===== src/rtl/err_comp_dec.sv =====
// Error-compensation decoder: adds expanded quantized error codes onto a base MAC sum, one frame at a time.
// Build option ERR_COMP_SAT_EN: the accumulator saturates on overflow instead of wrapping.
module err_comp_dec #(
    parameter int CODE_W = 14,
    parameter int ACC_W  = 32,
    parameter int CNT_W  = 9
) (
    input  logic              clk,
    input  logic              rst,
    input  logic              start,
    input  logic [ACC_W-1:0]  base_sum,
    input  logic              in_valid,
    output logic              in_ready,
    input  logic [CODE_W-1:0] in_code,
    input  logic              in_last,
    output logic              out_valid,
    input  logic              out_ready,
    output logic [ACC_W-1:0]  out_sum,
    output logic [CNT_W-1:0]  out_count,
    output logic              out_ovf
);

    typedef enum logic [1:0] {
        IDLE  = 2'd0,
        ACCUM = 2'd1,
        DONE  = 2'd2
    } state_t;

    state_t            state_q;
    logic [ACC_W-1:0]  acc_q;
    logic [CNT_W-1:0]  count_q;
    logic              ovf_q;
    logic [ACC_W-1:0]  out_sum_q;
    logic [CNT_W-1:0]  out_count_q;
    logic              out_ovf_q;
    logic              in_ready_q;
    logic              out_valid_q;

    logic [ACC_W-1:0]  code_exp;
    logic [ACC_W:0]    sum_ext;
    logic [ACC_W-1:0]  acc_d;
    logic [CNT_W-1:0]  count_d;
    logic              ovf_d;
    logic              beat;

    // The code holds the MSBs of a 16-bit error; restore its weight by padding LSB zeros.
    generate
        if (CODE_W < 16) begin : g_pad
            assign code_exp = ACC_W'({in_code, {(16 - CODE_W){1'b0}}});
        end else begin : g_nopad
            assign code_exp = ACC_W'(in_code);
        end
    endgenerate

    assign beat = in_valid && in_ready_q;

    always_comb begin
        sum_ext = {1'b0, acc_q} + {1'b0, code_exp};
        ovf_d   = ovf_q | sum_ext[ACC_W];
        count_d = count_q + CNT_W'(1);
`ifdef ERR_COMP_SAT_EN
        // Once overflowed, the frame is pinned at full scale even if later adds carry nothing.
        acc_d   = ovf_d ? {ACC_W{1'b1}} : sum_ext[ACC_W-1:0];
`else
        acc_d   = sum_ext[ACC_W-1:0];
`endif
    end

    always_ff @(posedge clk) begin
        if (rst) begin
            state_q     <= IDLE;
            acc_q       <= '0;
            count_q     <= '0;
            ovf_q       <= 1'b0;
            out_sum_q   <= '0;
            out_count_q <= '0;
            out_ovf_q   <= 1'b0;
            in_ready_q  <= 1'b0;
            out_valid_q <= 1'b0;
        end else begin
            case (state_q)
                IDLE: begin
                    if (start) begin
                        acc_q      <= base_sum;
                        count_q    <= '0;
                        ovf_q      <= 1'b0;
                        in_ready_q <= 1'b1;
                        state_q    <= ACCUM;
                    end
                end
                ACCUM: begin
                    if (beat) begin
                        acc_q   <= acc_d;
                        count_q <= count_d;
                        ovf_q   <= ovf_d;
                        if (in_last) begin
                            out_sum_q   <= acc_d;
                            out_count_q <= count_d;
                            out_ovf_q   <= ovf_d;
                            in_ready_q  <= 1'b0;
                            out_valid_q <= 1'b1;
                            state_q     <= DONE;
                        end
                    end
                end
                DONE: begin
                    if (out_ready) begin
                        out_valid_q <= 1'b0;
                        state_q     <= IDLE;
                    end
                end
                default: begin
                    in_ready_q  <= 1'b0;
                    out_valid_q <= 1'b0;
                    state_q     <= IDLE;
                end
            endcase
        end
    end

    assign in_ready  = in_ready_q;
    assign out_valid = out_valid_q;
    assign out_sum   = out_sum_q;
    assign out_count = out_count_q;
    assign out_ovf   = out_ovf_q;

endmodule


===== config.mk =====
export PLATFORM = sky130hd
export DESIGN_NAME = err_comp_dec
export DESIGN_NICKNAME = d
export VERILOG_FILES = /design/src/rtl/err_comp_dec.sv
export SDC_FILE = /design/constraint.sdc
export NUM_CORES = 1
export LEC_CHECK = 0
export CORE_ASPECT_RATIO = 2
export CORE_UTILIZATION = 46
export DETAILED_ROUTE_END_ITERATION = 8
export PLACE_DENSITY = 0.83
export SYNTH_ARGS = -nofsm -noshare
export SYNTH_HDL_FRONTEND = slang
export SYNTH_SLANG_ARGS = --single-unit

===== constraint.sdc =====
create_clock -name clk -period 2.4 [get_ports clk]
set_input_delay 0.36 -clock clk [delete_from_list [all_inputs] [get_ports clk]]
set_output_delay 0.36 -clock clk [all_outputs]
set_load 0.02 [all_outputs]

==> results.toml <==
[status]
status = "finished clean"

[worst_setup_path]
crit_chain = "ha_4 -> and4_4 -> nand3_2 -> or3_4 -> a31o_4 -> or3_4 -> o221a_1"
slowest_stage = "or3_4"
worstReg2RegStart = "acc_q[10]"
path_buf_inv = 0
cp.required_ns = 2.64
cpMostUsedCell = "or3_4"
critical_path_class = "reg2reg"
cp.arrival_ns = 2.59
cp_max_fo = 4
critical-path-top-delay-family = "simple AND/OR/NAND/NOR gates"
critPathCaptureType = "flop"
worst_setup_path_start_kind = "flop"
crit_path_max_incr_delay_ns = 0.39
crit_start = "acc_q[10]"

[power_and_ir_drop]
peakVddDrop_mv = 0.429
leakage_nw = 2.41
p_comb_frac = 0.258
switchingPower_mw = 1.23
pwr-share-clk = 0.342
swShare = 0.302
power.density_mw_per_mm2 = 636
p_seq_frac = 0.400
p_int_mw = 2.85
p_total_mw = 4.08

[sta]
rsz0062_at_grt = "yes"
min_period_over_period = 0.982
worst_slack_ns = 0.0431
clock_skew_ns = 0.00725
fin_tns_setup_ns = 0
max_freq_mhz = 424
setup_viol = 0
hold_violations = 0
min_period_ns = 2.36
max_slew.worst_pin.slew_ns = 0.673
max_slew_margin = 0.551
drv_slew = 0

[floorplanning]
ios = 96
core-area_mm2 = 0.00945
fp.dieArea_mm2 = 0.0102
die_h_um = 142
initial_core_util = 0.477
die_w_um = 72.0
row_count = 50

[clock_tree]
cts_buffer_depth = 2
clkLatencyLatePin_ns = 0.35
clock-root-buffer = "clkbuf_16"
cts.sinks = 88
h-tree-depth = 3
clk_pin_slew_ns = 0.07
cts_tree = "built"
numCtsBuffers = 9

[finish]
multi_input_area_mm2 = 0.00278
final_net_count = 746
fill_cells = 743
syn_to_final_growth_pct = 42.4
layoutNonFillerInstCount = 813
seqCellArea_mm2 = 0.00177
drive_gt1_frac = 0.165
antennaDiodeCount = 0
fin_util = 0.680
final_cell_mix = "dfxtp_1, clkdlybuf4s50_1, nor2_1"

[placement]
dp_cells = 788
gp_congestion = 0.951
hpwlAfterDp_mm = 9.72
port_buffers = 95
pre_cts_slack_ns = -0.574

[global_routing]
grt.met1_usage = 0.281
top_usage_layer = "met2"
antenna_found_initial = 0
grt_start_max_net_pins = 61
grtUsageMet2 = 0.515
grt_pass1_vias = 4776
grtUsageTotal = 0.279
gr-total-overflow = 0
grt_first_pass_wirelength_mm = 22.0
met3_usage = 0.0510

[route]
wl_mm = 14.0
viasPerCell = 5.90
drt_iter0_markers = 442
firstDrtPassIters = 5
drcViolationCount = 0
ant_nets = 0
avgRoutedWirePerCell_um = 17.3
num_vias = 4800

[synthesis]
ys_seq_elements = 88
yosysTopAreaCell = "dfxtp_1"
yosysWarnings = 0
yosys.cell_types.count = 55
syn_avg_cell_area_um2 = 8.07
synth_cells = 559
synth-seq-area-share = 0.391
yosys-top-cells-area = "dfxtp_1, a21oi_1, nor2_1"
synth_area_mm2 = 0.00451
synth_enable_flop_cells = 0
syn_nets = 627
async_flop_share = 0
synth_top_flop_cell = "dfxtp_1"
yosysTopAreaCellShare = 0.391

[run]
drv_cap = 0

[worst_hold_path]
hold_path.class = "reg2reg"
worstHoldStart = "out_sum[8]"
==> cell type report <==
cell class              count  area share
clock inverters             3     0.00370
well taps                 130      0.0253
flip-flops and latches     88       0.275
inverters                   8     0.00468
repair buffers            148       0.216
clock buffers              13      0.0421
multi-input cells         423       0.433
==> power by group through the flow <==
| stage | sequential [mW] | clock (mW) | combinational (mW) |
|---|---|---|---|
| after floorplan | 1.67 | 0 | 0.505 |
| after global placement | 1.65 | 0 | 0.892 |
| final | 1.63 | 1.39 | 1.05 |
| after global routing | 1.64 | 1.46 | 1.13 |
| after detailed placement | 1.66 | 0 | 0.916 |
| after CTS | 1.63 | 1.41 | 0.982 |
==> worst register-to-register path: stages (launching register included) <==
cell and delay [ns]:
dfxtp_2 0.33, ha_4 0.28, and4_4 0.26, nand3_2 0.08, or3_4 0.39, a31o_4 0.25, or3_4 0.38, o221a_1 0.28
==> layer usage <==
layer  vias to the layer above  wire, µm
met5                         -         0
met4                         0       546
met2                       226      7590
met3                        52       860
met1                      2274      5030
li1                       2248         -
==> cell usage after synthesis (4+ instances only) <==
cell type / n
a211oi_1: 14
a21o_1: 8
a21oi_1: 64
a22oi_1: 6
a311oi_1: 6
a31oi_1: 5
and3_1: 11
clkbuf_1: 34
dfxtp_1: 88
ha_1: 15
inv_1: 8
nand2_1: 59
nand2b_1: 5
nand3_1: 16
nand4_1: 8
nor2_1: 64
nor3_1: 11
o211ai_1: 4
o21ai_0: 42
o221ai_1: 9
xnor2_1: 23
xor2_1: 12
==> cell families (layout without fill, tap and decap cells) <==
| group | count (synthesis) | after routing | share of synthesized area |
|---|---|---|---|
| simple gates | 191 | 191 | 0.196 |
| compound gates | 179 | 179 | 0.252 |
| flops | 88 | 88 | 0.391 |
| buf+inv | 48 | 172 | 0.0424 |
| xor+xnor | 35 | 35 | 0.0680 |
| fa+ha+maj | 16 | 16 | 0.0460 |
| mux | 2 | 2 | 0.00444 |
==> flip-flops by register name, indices dropped and copies added (netlist names) <==
signal     flops
acc_q         32
out_sum       32
count_q        9
out_count      9
state_q        2
in_ready       1
out_ovf        1
out_valid      1
ovf_q          1
==> metrics by stage <==
| step | area (µm²) | hold WS (ns) |
|---|---|---|
| after floorplan | 4510 | 0.432 |
| after global placement | 5830 | 0.438 |
| after detailed placement | 5830 | 0.447 |
| after CTS | 6300 | 0.457 |
| after global routing | 6420 | 0.481 |
| final | 6420 | 0.454 |
==> what timing repair did <==
item                       in CTS  in global routing
resized for setup              29                 17
pin swaps                      17                 15
cloned                          0                  0
hold buffers                    0                  0
setup endpoints to repair      34                 17
setup buffers                   4                  5
==> path summary, 6_finish.rpt <==
path	endpoint	slack, ns	depth (start not counted)
max	acc_q[30]	0.04	7
min	out_sum[8]	0.45	2
min reg2reg	out_sum[8]	0.45	2
max reg2reg	acc_q[30]	0.04	7
Power figures use the tool's default switching activity.
